$ cat src/rtl/alu_share_ctrl.sv
// -----------------------------------------------------------------------------
// alu_share_ctrl
//
// Shares one combinational ALU (add/sub/mul/div, 3-bit operands, 8-bit result)
// between two requesters. Requests are granted round-robin, the chosen
// operation is held on the ALU inputs for a per-opcode number of execute
// cycles, the ALU result is captured, and it is returned to the owning
// requester over a valid/ready response channel.
//
// Parameters:
//   MUL_CYCLES  execute cycles for op 2'b10 (1..15)
//   DIV_CYCLES  execute cycles for op 2'b11 (1..15)
//
// Ports:
//   clk, rst            clock (rising edge), asynchronous active-high reset
//   req_valid[1:0]      per-requester request valid
//   req_ready[1:0]      per-requester request accept (one-hot or zero)
//   req_op0/1, req_a0/1, req_b0/1   request opcode and operands
//   rsp_valid[1:0]      response valid to the owning requester
//   rsp_ready[1:0]      per-requester response accept
//   rsp_data[7:0]       captured result, qualified by rsp_valid
//   alu_op, alu_a, alu_b  drive the shared ALU
//   alu_result[7:0]     combinational ALU output
//   busy                high while an operation is executing or responding
// -----------------------------------------------------------------------------
module alu_share_ctrl #(
    parameter int MUL_CYCLES = 2,
    parameter int DIV_CYCLES = 4
) (
    input  logic       clk,
    input  logic       rst,
    input  logic [1:0] req_valid,
    output logic [1:0] req_ready,
    input  logic [1:0] req_op0,
    input  logic [1:0] req_op1,
    input  logic [2:0] req_a0,
    input  logic [2:0] req_a1,
    input  logic [2:0] req_b0,
    input  logic [2:0] req_b1,
    output logic [1:0] rsp_valid,
    input  logic [1:0] rsp_ready,
    output logic [7:0] rsp_data,
    output logic [1:0] alu_op,
    output logic [2:0] alu_a,
    output logic [2:0] alu_b,
    input  logic [7:0] alu_result,
    output logic       busy
);

    typedef enum logic [1:0] {
        IDLE = 2'd0,
        EXEC = 2'd1,
        RESP = 2'd2
    } state_t;

    localparam logic [3:0] MUL_CNT = 4'(MUL_CYCLES);
    localparam logic [3:0] DIV_CNT = 4'(DIV_CYCLES);

    state_t     state;
    logic       ptr;       // requester that wins when both are valid
    logic       owner;     // requester being served
    logic [1:0] op_r;
    logic [2:0] a_r;
    logic [2:0] b_r;
    logic [3:0] cnt;       // remaining execute cycles, including the current one
    logic [7:0] result;

    logic [1:0] grant;
    logic       grant_id;
    logic [1:0] sel_op;
    logic [2:0] sel_a;
    logic [2:0] sel_b;

    // Grant decode. Gated by rst so req_ready reads zero while reset is held,
    // even if requesters are already asserting valid.
    // NOTE: every signal assigned in always_comb gets a default first so no
    // path leaves it unassigned, which would otherwise infer a latch.
    always_comb begin
        grant    = 2'b00;
        grant_id = ptr;
        if (state == IDLE && !rst) begin
            case (req_valid)
                2'b01: begin grant = 2'b01; grant_id = 1'b0; end
                2'b10: begin grant = 2'b10; grant_id = 1'b1; end
                2'b11: begin grant = ptr ? 2'b10 : 2'b01; grant_id = ptr; end
                default: ;
            endcase
        end
    end

    assign sel_op = grant_id ? req_op1 : req_op0;
    assign sel_a  = grant_id ? req_a1  : req_a0;
    assign sel_b  = grant_id ? req_b1  : req_b0;

    function automatic logic [3:0] exec_cycles(input logic [1:0] op);
        case (op)
            2'b10:   return MUL_CNT;
            2'b11:   return DIV_CNT;
            default: return 4'd1;
        endcase
    endfunction

    // NOTE: sequential state uses non-blocking assignments so every register
    // samples pre-edge values regardless of statement order.
    // NOTE: the datapath registers are reset as well because they drive
    // alu_*/rsp_data directly and those outputs must read zero after reset.
    always_ff @(posedge clk or posedge rst) begin
        if (rst) begin
            state  <= IDLE;
            ptr    <= 1'b0;
            owner  <= 1'b0;
            op_r   <= 2'b00;
            a_r    <= 3'b000;
            b_r    <= 3'b000;
            cnt    <= 4'd0;
            result <= 8'h00;
        end else begin
            case (state)
                IDLE: begin
                    if ((req_valid & grant) != 2'b00) begin
                        op_r  <= sel_op;
                        a_r   <= sel_a;
                        b_r   <= sel_b;
                        owner <= grant_id;
                        ptr   <= ~grant_id;
                        cnt   <= exec_cycles(sel_op);
                        state <= EXEC;
                    end
                end
                EXEC: begin
                    cnt <= cnt - 4'd1;
                    if (cnt == 4'd1) begin
                        result <= alu_result;
                        state  <= RESP;
                    end
                end
                RESP: begin
                    // Only the owner's rsp_ready matters; no accept happens
                    // in this cycle because req_ready is zero outside IDLE.
                    if (rsp_ready[owner]) begin
                        state <= IDLE;
                    end
                end
                default: state <= IDLE;
            endcase
        end
    end

    assign req_ready = grant;
    assign rsp_valid = (state == RESP) ? (owner ? 2'b10 : 2'b01) : 2'b00;
    assign rsp_data  = result;
    assign alu_op    = op_r;
    assign alu_a     = a_r;
    assign alu_b     = b_r;
    assign busy      = (state != IDLE);

endmodule

$ cat config.mk
export PLATFORM = sky130hd
export DESIGN_NAME = alu_share_ctrl
export DESIGN_NICKNAME = d
export VERILOG_FILES = /design/src/rtl/alu_share_ctrl.sv
export SDC_FILE = /design/constraint.sdc
export NUM_CORES = 1
export LEC_CHECK = 0
export ABC_AREA = 1
export BUFFER_PORTS_ARGS = -buffer_cell sky130_fd_sc_hd__buf_2
export CAP_MARGIN = 20
export CORE_UTILIZATION = 35
export CTS_BUF_LIST = sky130_fd_sc_hd__clkbuf_8 sky130_fd_sc_hd__clkbuf_16
export DETAILED_ROUTE_END_ITERATION = 10
export GPL_TIMING_DRIVEN = 0
export SLEW_MARGIN = 25
export SYNTH_ARGS = -nofsm -noshare
export SYNTH_HDL_FRONTEND = slang
export SYNTH_SLANG_ARGS = --single-unit
export TNS_END_PERCENT = 100
$ cat constraint.sdc
create_clock -name clk -period 4.1 [get_ports clk]
set_clock_uncertainty 0.2 [all_clocks]
set_input_delay 0.82 -clock clk [delete_from_list [all_inputs] [get_ports clk]]
set_output_delay 0.82 -clock clk [all_outputs]
set_load 0.05 [all_outputs]
==> implementation parameters, run 1 <==
Parameter                              Value

Run status
  Status ... finished clean

Route
  Final wirelength ... 2910 um
  Post-DR wirelength/cell ... 11.6 um
  Initial drt markers ... 25
  Detail Route Antenna Nets ... 0
  Detailed-route via count ... 1,203
  Remaining design rule violation count ... 0
  Drt pass-1 iters ... 4
  Mean number of vias per cell ... 4.79

Worst setup path
  Master of the slowest instance on the critical path ... sky130_fd_sc_hd__clkinv_1
  Number of buffer and inverter instances along the worst setup path ... 4
  Worst r2r dst ... alu_b[2]
  Data arrival time at the worst-slack endpoint ... 2.43 ns
  Slowest Stage Delay on Critical Path ... 0.67 ns
  R2r worst-path depth ... 9
  Kind of end point of the critical path ... output pin
  Setup slack on the worst flop-to-flop path ... 2.33 ns
  Type of the worst setup path ... input pin to output pin
  Reg-to-Reg Start ... state[1]
  Category of the worst setup path launch point ... input pin
  Cell-by-cell trace of the critical path ... buf_2 -> clkinv_1 -> nand2_1 -> nor2_4 -> inv_1 -> nor2_1 -> buf_2
  Kind of cell adding the most delay to the critical path ... buffers and inverters
  Critical Path Fanout Max ... 25
  Worst path required time ... 3.08 ns
  Crit-path most repeated cell ... sky130_fd_sc_hd__buf_2

STA
  Final min period ... 3.45 ns
  Ratio of final minimum period to clock period ... 84.2%
  Setup TNS ... 0 ns
  Final hold violations ... 0
  Unrepaired setup endpoints after global routing ... no
  Highest clock rate ... 290 MHz
  Number of setup violations in the final report ... 0
  Measured slew at the worst slew-check pin ... 0.871 ns
  Worst slew margin relative to its limit ... 41.6%
  Final-report max-slew violation count ... 0

Global routing
  Number of antenna violations at the first check in global routing ... 0
  Final global-route overflow total ... 0
  Total global routing track utilization ... 16.2%
  Wire length of the first global-routing pass ... 5020 um
  Number of global-route vias before repair ... 1,201
  Largest net degree at the start of global routing ... 26

Placed design
  Number of input and output port buffers inserted ... 50
  Detailed-placement wirelength estimate ... 2340 um
  Total instance count after detailed placement ... 247
  Post-place instance area ... 1590 um^2
  Final GP Congestion ... 0.756

Die
  Full die area ... 3920 um^2
  Count of standard-cell rows ... 21
  I/O pin cnt ... 51
  Initial cell density of the core ... 37.7%
  Width of the die ... 62.6 um
  Vert. Die Dim ... 62.6 um
  Area of the core ... 3420 um^2

Cells and area
  Layout area overhead ... 29.5%
  Count of nets after finishing ... 240
  Number of antenna diodes ... 0
  Filler-free cell count of the finished design ... 251
  Proportion of layout cells with a drive suffix above 1 ... 36.1%
  Final Instance Area ... 1670 um^2

Clock network
  Clock transition at the registers of the reported paths ... 0.09 ns
  Post-CTS setup-driven buffer insertion count ... 0
  Clock Tree Root ... sky130_fd_sc_hd__clkbuf_8
  Clock tree from TritonCTS ... yes
  Cts bufs inserted ... 3
  Depth of the CTS H-tree ... 1
  Clock buffer depth ... 2
  Post-cts repair resize count ... 0
  Cts-stage hold buffer count ... 0
  Clock Sink Count ... 24
  Source-to-sink clock delay at the later pin of the worst-skew pair ... 0.27 ns

Worst hold path
  HP Start ... alu_op[1]
  Number of cells on the worst hold path ... 2
  Class of the most critical hold timing path ... flop to flop
  Endpoint of the worst hold-timing path ... alu_op[1]

Pwr
  Total power consumption of the routed design ... 1.46 mW
  VDD IR max ... 0.367 mV
  Static leakage power ... 0.901 nW
  P per Cell Area ... 880 nW/um^2

Logic synthesis
  Share of flip-flops with an asynchronous set or reset after synthesis ... 100%
  Area of the mapped netlist ... 1290 um^2
  YS warnings ... 0
  Mean Syn Cell Area ... 8.52 um^2
  Number of instances in the synthesized netlist ... 151
  Unique masters post-synth ... 22
  Main flop type after synthesis ... sky130_fd_sc_hd__dfrtp_1
  Post-synthesis sequential element count ... 24
  Part of the Yosys area used for sequential elements ... 46.7%
  Synthesized Nets ... 185
  Number of synthesized flops with an enable pin ... 0

Job
  # Max-Cap Violations ... 0
==> worst register-to-register path, cell delays in order, from the launching register on <==
cell	delay [ns]
sky130_fd_sc_hd__dfrtp_1	0.42
sky130_fd_sc_hd__nor2_1	0.11
sky130_fd_sc_hd__nand2_1	0.13
sky130_fd_sc_hd__nor2_4	0.18
sky130_fd_sc_hd__nand3_2	0.12
sky130_fd_sc_hd__nand2_4	0.16
sky130_fd_sc_hd__inv_2	0.05
sky130_fd_sc_hd__buf_6	0.14
sky130_fd_sc_hd__nand2_1	0.06
sky130_fd_sc_hd__nand3_1	0.08
==> cell families (layout without fill, tap and decap cells) <==
group | count (synthesis) | in the layout | share of synthesized area (%)
AO/OA/AOI/OAI | 8 | 8 | 3.31
XOR/XNOR | 2 | 2 | 1.36
adder cells (fa/ha/maj) | 4 | 4 | 3.89
buffers and inverters | 20 | 74 | 6.71
flip-flops | 24 | 24 | 46.7
multiplexers | 8 | 8 | 7.00
AND/OR/NAND/NOR | 85 | 85 | 31.0
==> cells in the final DEF (no fill, tap or decap), types with 2 or more instances in the layout <==
master / Yosys / layout
sky130_fd_sc_hd__ha_1: 4 / 4
sky130_fd_sc_hd__nand4_1: 6 / 6
sky130_fd_sc_hd__nand3_2: 3 / 3
sky130_fd_sc_hd__mux2_2: 8 / 8
sky130_fd_sc_hd__buf_2: 0 / 50
sky130_fd_sc_hd__o21ai_1: 2 / 2
sky130_fd_sc_hd__clkbuf_8: 0 / 3
sky130_fd_sc_hd__dfrtp_1: 24 / 24
sky130_fd_sc_hd__nand2_1: 39 / 39
sky130_fd_sc_hd__inv_2: 3 / 3
sky130_fd_sc_hd__inv_1: 15 / 14
sky130_fd_sc_hd__o21ai_0: 5 / 5
sky130_fd_sc_hd__nand3_1: 20 / 20
sky130_fd_sc_hd__nor2_1: 12 / 12
==> power by group <==
| group | internal, mW | switching [mW] |
|---|---|---|
| Combinational | 0.234 | 0.599 |
| Sequential | 0.352 | 0.0710 |
| Clock | 0.131 | 0.0783 |
| Total | 0.716 | 0.749 |
==> cell usage after synthesis (2+ instances only) <==
| cell type | count | share of area (%) |
|---|---|---|
| sky130_fd_sc_hd__nand3_1 | 20 | 7.8 |
| sky130_fd_sc_hd__nor2_1 | 12 | 3.5 |
| sky130_fd_sc_hd__o21ai_0 | 5 | 1.9 |
| sky130_fd_sc_hd__ha_1 | 4 | 3.9 |
| sky130_fd_sc_hd__nand4_1 | 6 | 2.9 |
| sky130_fd_sc_hd__nand2_1 | 39 | 11 |
| sky130_fd_sc_hd__o21ai_1 | 2 | 0.78 |
| sky130_fd_sc_hd__mux2_2 | 8 | 7.0 |
| sky130_fd_sc_hd__inv_2 | 3 | 0.88 |
| sky130_fd_sc_hd__dfrtp_1 | 24 | 47 |
| sky130_fd_sc_hd__inv_1 | 15 | 4.4 |
| sky130_fd_sc_hd__nand3_2 | 3 | 2.3 |
==> worst max path at each step <==
stage,endpoint,startpoint,cells after the start
global placement,req_ready[0],rst,7
floorplan,req_ready[0],rst,5
detailed placement,req_ready[1],rst,7
global route,req_ready[1],rst,7
finish,req_ready[1],rst,7
CTS,req_ready[1],rst,7
==> area by class of cell <==
| type | count | area [um^2] |
|---|---|---|
| fill | 351 | 1750 |
| sequential | 24 | 601 |
| multi-input combinational | 107 | 599 |
| timing repair buffer | 50 | 250 |
| inverter | 18 | 67.6 |
| tap | 46 | 57.6 |
| clock buffer | 3 | 41.3 |
| clock inverter | 1 | 30.0 |
| buffer | 2 | 18.8 |
==> metrics by stage <==
step	hold WS, ns	utilization (%)	setup WS, ns
after CTS	0.279	48.8	0.493
after floorplan	0.275	-	0.636
final	0.270	48.8	0.650
after global placement	0.251	46.7	0.540
after detailed placement	0.257	46.7	0.490
after global routing	0.323	48.8	0.375
==> registers in the layout (all words and copies together) (netlist names) <==
register  flops
alu_op        2
state         2
alu_a         3
ptr           1
owner         1
alu_b         3
rsp_data      8
cnt           4
==> metal layers <==
layer	vias up	global-route usage, %	routed length [um]
met5	-	0	0
met4	0	8.14	82
met3	8	1.64	111
met2	28	28.3	1450
met1	568	19.6	1260
li1	599	-	-
Power figures use the tool's default switching activity.
==> inputs of run 2 (changes only) <==
==> constraint.sdc (replaced) <==
create_clock -name clk -period 3.3 [get_ports clk]
set_clock_uncertainty 0.2 [all_clocks]
set_input_delay 0.66 -clock clk [delete_from_list [all_inputs] [get_ports clk]]
set_output_delay 0.66 -clock clk [all_outputs]
set_load 0.05 [all_outputs]
==> implementation parameters, run 2 (synthesized netlist as in run 1, its figures left out) <==
Parameter                              Value

Run status
  Status ... finished clean (unchanged)

Placed design
  Final GP Congestion ... 0.756 (unchanged)
  Post-place instance area ... 1590 um^2 (unchanged)
  Detailed-placement wirelength estimate ... 2340 um (unchanged)
  Number of input and output port buffers inserted ... 50 (unchanged)
  Setup slack after placement ... 0.00964 ns (was 0.490 ns)

STA
  Highest clock rate ... 355 MHz
  Final-report max-slew violation count ... 0 (unchanged)
  Setup TNS ... 0 ns (unchanged)
  Worst slew margin relative to its limit ... 64.2% (was 41.6%)
  Final min period ... 2.81 ns
  Final worst setup slack ... 0.487 ns (was 0.650 ns)
  Measured slew at the worst slew-check pin ... 0.535 ns (was 0.871 ns)
  Number of setup violations in the final report ... 0 (unchanged)
  Unrepaired setup endpoints after global routing ... no (unchanged)
  Ratio of final minimum period to clock period ... 85.2%
  Final hold violations ... 0 (unchanged)

Die
  Width of the die ... 62.6 um (unchanged)
  Count of standard-cell rows ... 21 (unchanged)
  I/O pin cnt ... 51 (unchanged)
  Area of the core ... 3420 um^2 (unchanged)
  Initial cell density of the core ... 37.7% (unchanged)
  Vert. Die Dim ... 62.6 um (unchanged)
  Full die area ... 3920 um^2 (unchanged)

Cells and area
  Most frequent cells in the layout ... 50 x sky130_fd_sc_hd__buf_2, 39 x sky130_fd_sc_hd__nand2_1, 24 x sky130_fd_sc_hd__dfrtp_1 (unchanged)
  Filler cell count ... 352 (was 351)
  Count of nets after finishing ... 240 (unchanged)
  Number of flip-flops in the largest register ... 8 (unchanged)
  Final Instance Area ... 1670 um^2 (about the same)
  Proportion of layout cells with a drive suffix above 1 ... 36.6% (was 36.1%)
  Number of antenna diodes ... 0 (unchanged)
  Layout area overhead ... 29.8% (was 29.5%)
  Commonest non-fill, non-tap cell in the layout ... sky130_fd_sc_hd__buf_2 (unchanged)
  Final Core Density ... 48.9% (was 48.8%)

Worst setup path
  R2r worst-path depth ... 9 (unchanged)
  Critical Path Fanout Max ... 25 (unchanged)
  Category of the worst setup path launch point ... input pin (unchanged)
  Type of the worst setup path ... input pin to output pin (unchanged)
  Worst r2r dst ... alu_b[2] (unchanged)
  Kind of end point of the critical path ... output pin (unchanged)
  Slowest Stage Delay on Critical Path ... 0.44 ns (was 0.67 ns)
  Crit-path most repeated cell ... sky130_fd_sc_hd__buf_2 (unchanged)
  Setup slack on the worst flop-to-flop path ... 1.55 ns (was 2.33 ns)
  Data arrival time at the worst-slack endpoint ... 1.95 ns (was 2.43 ns)
  Worst setup path startpoint ... rst (unchanged)
  CP Capture Point ... req_ready[1] (unchanged)
  Worst path required time ... 2.44 ns (was 3.08 ns)
  Master of the slowest instance on the critical path ... sky130_fd_sc_hd__clkinvlp_4 (was sky130_fd_sc_hd__clkinv_1)
  Cell-by-cell trace of the critical path ... buf_2 -> clkinvlp_4 -> nand2_1 -> nor2_4 -> inv_1 -> nor2_1 -> buf_2 (was buf_2 -> clkinv_1 -> nand2_1 -> nor2_4 -> inv_1 -> nor2_1 -> buf_2)
  Reg-to-Reg Start ... state[1] (unchanged)

Clock network
  Post-cts repair resize count ... 0 (unchanged)
  Cts bufs inserted ... 3 (unchanged)
  Clock buffer depth ... 2 (unchanged)
  Clock Sink Count ... 24 (unchanged)
  Clock transition at the registers of the reported paths ... 0.09 ns (about the same)
  Clock tree from TritonCTS ... yes (unchanged)
  Cts-stage hold buffer count ... 0 (unchanged)
  Depth of the CTS H-tree ... 1 (unchanged)
  Post-CTS setup-driven buffer insertion count ... 0 (unchanged)
  Source-to-sink clock delay at the later pin of the worst-skew pair ... 0.27 ns (about the same)
  Clock Tree Root ... sky130_fd_sc_hd__clkbuf_8 (unchanged)

Worst hold path
  Class of the most critical hold timing path ... input pin to async pin (was flop to flop)

Route
  Post-DR wirelength/cell ... 11.6 um (about the same)
  Final wirelength ... 2910 um (about the same)
  Initial drt markers ... 28 (was 25)
  Mean number of vias per cell ... 4.80 (was 4.79)
  Remaining design rule violation count ... 0 (unchanged)
  Detail Route Antenna Nets ... 0 (unchanged)
  Drt pass-1 iters ... 4 (unchanged)
  Detailed-route via count ... 1,205 (was 1,203)

Global routing
  Number of global-route vias before repair ... 1,201 (unchanged)
  Total global routing track utilization ... 16.2% (unchanged)
  Number of antenna violations at the first check in global routing ... 0 (unchanged)
  Wire length of the first global-routing pass ... 5020 um (unchanged)
  Largest net degree at the start of global routing ... 26 (unchanged)
  Final global-route overflow total ... 0 (unchanged)

Job
  # Max-Cap Violations ... 0 (unchanged)

Pwr
  VDD IR max ... 0.456 mV (was 0.367 mV)
  P per Cell Area ... 1090 nW/um^2 (was 880 nW/um^2)
  Static leakage power ... 0.900 nW (was 0.901 nW)
[run 2: worst min-delay path by stage]
| stage | start | slack, ns | end | cells after the start |
|---|---|---|---|---|
| floorplan | cnt[3] | 0.27 | cnt[3] | 2 |
| global placement | alu_op[1] | 0.25 | alu_op[1] | 2 |
| detailed placement | alu_op[1] | 0.26 | alu_op[1] | 2 |
| CTS | alu_op[1] | 0.28 | alu_op[1] | 2 |
| global route | rst | 0.27 | alu_op[1] | 2 |
| finish | rst | 0.23 | alu_b[1] | 2 |
[run 2: layer usage]
| metal | track usage, % | vias up | routed length [um] |
|---|---|---|---|
| met4 | 8.14 | 0 | 79 |
| met3 | 1.64 | 8 | 109 |
| met2 | 28.3 | 28 | 1450 |
| met5 | 0 | - | 0 |
| li1 | - | 600 | - |
| met1 | 19.6 | 569 | 1270 |
[run 2: cell type report]
class / instances / area (um^2) / area share (%)
clock inverter: 1 / 30.0 / 1.80
timing repair buffer: 50 / 250 / 15.0
inverter: 18 / 71.3 / 4.27
sequential: 24 / 601 / 36.0
tap: 46 / 57.6 / 3.45
multi-input combinational: 107 / 599 / 35.9
clock buffer: 3 / 41.3 / 2.47
buffer: 2 / 18.8 / 1.12
[run 2: stage by stage]
stage	power, mW	hold slack, ns	cells
6_report	1.82	0.231	251
3_3_place_gp	1.55	0.251	247
2_1_floorplan	1.33	0.275	151
4_1_cts	1.84	0.279	251
5_1_grt	1.95	0.273	251
3_5_place_dp	1.58	0.257	247
[run 2: critical path: cells and delay by family]
| kind | cells | cell delay, ns |
|---|---|---|
| buffers and inverters | 4 | 0.82 |
| and+or+nand+nor | 3 | 0.47 |
[run 2: power breakdown]
group	leakage [nW]	internal [mW]	switching, mW	total (mW)
Clock	0.0357	0.162	0.0964	0.259
Sequential	0.293	0.437	0.0884	0.526
Combinational	0.571	0.291	0.745	1.04
Total	0.900	0.890	0.930	1.82
==> inputs of run 3 (changes only) <==
--- a/config.mk
+++ b/config.mk
@@ -6,11 +6,12 @@
 export NUM_CORES = 1
 export LEC_CHECK = 0
 export ABC_AREA = 1
-export BUFFER_PORTS_ARGS = -buffer_cell sky130_fd_sc_hd__buf_2
 export CAP_MARGIN = 20
 export CORE_UTILIZATION = 35
-export CTS_BUF_LIST = sky130_fd_sc_hd__clkbuf_8 sky130_fd_sc_hd__clkbuf_16
+export CTS_BUF_LIST = sky130_fd_sc_hd__clkbuf_4
+export CTS_CLUSTER_DIAMETER = 100
 export DETAILED_ROUTE_END_ITERATION = 10
+export DONT_BUFFER_PORTS = 1
 export GPL_TIMING_DRIVEN = 0
 export SLEW_MARGIN = 25
 export SYNTH_ARGS = -nofsm -noshare
==> implementation parameters, run 3 (synthesized netlist as in run 1, its figures left out) <==
Parameter                              Value

Die
  Width of the die ... 62.6 um (unchanged)
  Count of standard-cell rows ... 21 (unchanged)
  Vert. Die Dim ... 62.6 um (unchanged)
  Initial cell density of the core ... 37.7% (unchanged)
  Full die area ... 3920 um^2 (unchanged)
  I/O pin cnt ... 51 (unchanged)
  Area of the core ... 3420 um^2 (unchanged)

Clock network
  Cts bufs inserted ... 3 (unchanged)
  Post-CTS setup-driven buffer insertion count ... 0 (unchanged)
  Clock tree from TritonCTS ... yes (unchanged)
  Source-to-sink clock delay at the later pin of the worst-skew pair ... 0.32 ns (was 0.27 ns)
  Clock transition at the registers of the reported paths ... 0.13 ns (was 0.09 ns)
  Clock buffer depth ... 2 (unchanged)
  Clock Tree Root ... sky130_fd_sc_hd__clkbuf_4 (was sky130_fd_sc_hd__clkbuf_8)
  Depth of the CTS H-tree ... 1 (unchanged)
  Clock Sink Count ... 24 (unchanged)
  Cts-stage hold buffer count ... 0 (unchanged)

STA
  Final-report max-slew violation count ... 0 (unchanged)
  Ratio of final minimum period to clock period ... 89.3% (was 85.2%)
  Measured slew at the worst slew-check pin ... 0.897 ns (was 0.535 ns)
  Final worst setup slack ... 0.354 ns (was 0.487 ns)
  Worst slew margin relative to its limit ... 40.0% (was 64.2%)
  Final min period ... 2.95 ns (was 2.81 ns)
  Highest clock rate ... 339 MHz (was 355 MHz)
  Worst Hold Slack ... 0.0208 ns (was 0.231 ns)
  Final hold violations ... 0 (unchanged)
  Number of setup violations in the final report ... 0 (unchanged)
  Unrepaired setup endpoints after global routing ... no (unchanged)

Worst setup path
  Worst r2r dst ... owner (was alu_b[2])
  Slowest Stage Delay on Critical Path ... 0.67 ns (was 0.44 ns)
  Number of buffer and inverter instances along the worst setup path ... 2 (was 4)
  Reg-to-Reg Start ... state[0] (was state[1])
  Worst path required time ... 2.44 ns (about the same)
  Critical Path Fanout Max ... 25 (unchanged)
  Type of the worst setup path ... input pin to output pin (unchanged)
  R2r worst-path depth ... 7 (was 9)
  Kind of cell adding the most delay to the critical path ... simple AND/OR/NAND/NOR gates (was buffers and inverters)
  Category of the worst setup path launch point ... input pin (unchanged)
  Kind of end point of the critical path ... output pin (unchanged)
  Master of the slowest instance on the critical path ... sky130_fd_sc_hd__nor2_1 (was sky130_fd_sc_hd__clkinvlp_4)
  Setup slack on the worst flop-to-flop path ... 1.17 ns (was 1.55 ns)
  Data arrival time at the worst-slack endpoint ... 2.09 ns (was 1.95 ns)
  Cell-by-cell trace of the critical path ... clkinvlp_4 -> nand2_1 -> nor2_4 -> inv_1 -> nor2_1 (was buf_2 -> clkinvlp_4 -> nand2_1 -> nor2_4 -> inv_1 -> nor2_1 -> buf_2)

Cells and area
  Commonest non-fill, non-tap cell in the layout ... sky130_fd_sc_hd__nand2_1 (was sky130_fd_sc_hd__buf_2)
  Layout area overhead ... 8.85% (was 29.8%)
  Proportion of layout cells with a drive suffix above 1 ... 16.1% (was 36.6%)
  Count of nets after finishing ... 190 (was 240)
  Number of antenna diodes ... 0 (unchanged)
  Area of combinational cells with multiple inputs ... 599 um^2 (unchanged)
  Number of flip-flops in the largest register ... 8 (unchanged)
  Filler cell count ... 367 (was 352)
  Final Instance Area ... 1400 um^2 (was 1670 um^2)
  Most frequent cells in the layout ... 39 x sky130_fd_sc_hd__nand2_1, 24 x sky130_fd_sc_hd__dfrtp_1, 20 x sky130_fd_sc_hd__nand3_1 (was 50 x sky130_fd_sc_hd__buf_2, 39 x sky130_fd_sc_hd__nand2_1, 24 x sky130_fd_sc_hd__dfrtp_1)
  Area occupied by registers ... 601 um^2 (unchanged)

Global routing
  Total global routing track utilization ... 14.3% (was 16.2%)
  Wire length of the first global-routing pass ... 4400 um (was 5020 um)
  Final global-route overflow total ... 0 (unchanged)
  Number of global-route vias before repair ... 1,061 (was 1,201)
  Largest net degree at the start of global routing ... 26 (unchanged)
  Number of antenna violations at the first check in global routing ... 0 (unchanged)

Placed design
  Detailed-placement wirelength estimate ... 2060 um (was 2340 um)
  Post-place instance area ... 1340 um^2 (was 1590 um^2)
  Setup slack after placement ... -0.154 ns (was 0.00964 ns)
  Number of input and output port buffers inserted ... 0 (was 50)
  Final GP Congestion ... 0.839 (was 0.756)

Route
  Detailed-route via count ... 1,041 (was 1,205)
  Initial drt markers ... 26 (was 28)
  Mean number of vias per cell ... 5.18 (was 4.80)
  Detail Route Antenna Nets ... 0 (unchanged)
  Remaining design rule violation count ... 0 (unchanged)
  Post-DR wirelength/cell ... 13.1 um (was 11.6 um)
  Drt pass-1 iters ... 4 (unchanged)
  Final wirelength ... 2640 um (was 2910 um)

Pwr
  Static leakage power ... 0.684 nW (was 0.900 nW)
  P per Cell Area ... 1180 nW/um^2 (was 1090 nW/um^2)
  VDD IR max ... 0.481 mV (was 0.456 mV)

Job
  # Max-Cap Violations ... 0 (unchanged)

Worst hold path
  Class of the most critical hold timing path ... input pin to async pin (unchanged)

Run status
  Status ... finished clean (unchanged)
-- run 3: changes by cell type in the layout (fill, tap and decap cells not counted), sizes merged --
cell  change
buf      -50
-- run 3: metrics by stage --
| step | TNS (ns) | instances | power (mW) | utilization, % |
|---|---|---|---|---|
| finish | 0 | 201 | 1.66 | 41.0 |
| global route | 0 | 201 | 1.77 | 41.0 |
| CTS | 0 | 201 | 1.68 | 41.0 |
| detailed placement | -0.304 | 197 | 1.46 | 39.3 |
| global placement | -0.226 | 197 | 1.43 | 39.3 |
| floorplan | 0 | 151 | 1.33 | - |
-- run 3: power by group --
group	internal [mW]	switching [mW]	leakage, nW	total, mW
Sequential	0.431	0.446	0.293	0.877
Combinational	0.203	0.365	0.364	0.568
Clock	0.123	0.0906	0.0279	0.214
-- run 3: repair_timing --
action                                  CTS  global route
resized for setup                         1             0
endpoints found under the setup margin    2             0
endpoints found under the hold margin     0             0
-- run 3: worst max-delay path by stage --
stage | start | endpoint | slack (ns) | depth (start not counted)
after detailed placement | rst | req_ready[0] | -0.15 | 5
final | rst | req_ready[0] | 0.35 | 5
after floorplan | rst | req_ready[0] | 0.16 | 5
after global placement | rst | req_ready[1] | -0.11 | 5
after CTS | rst | req_ready[0] | 0.29 | 5
after global routing | rst | req_ready[0] | 0.15 | 5
-- run 3: area by class of cell --
cell class	instances	area share, %
Sequential cell	24	42.9
Multi-Input combinational cell	107	42.8
Inverter	18	5.09
Tap cell	46	4.11
Clock inverter	1	2.14
Clock buffer	3	1.61
Buffer	2	1.34
-- run 3: per-layer routing --
metal	routed length (um)	GRT usage, %	vias to the layer above
met5	0	0	-
met4	48	6.69	0
met3	143	2.01	7
met2	1360	26.5	33
met1	1090	15.9	503
li1	-	-	498
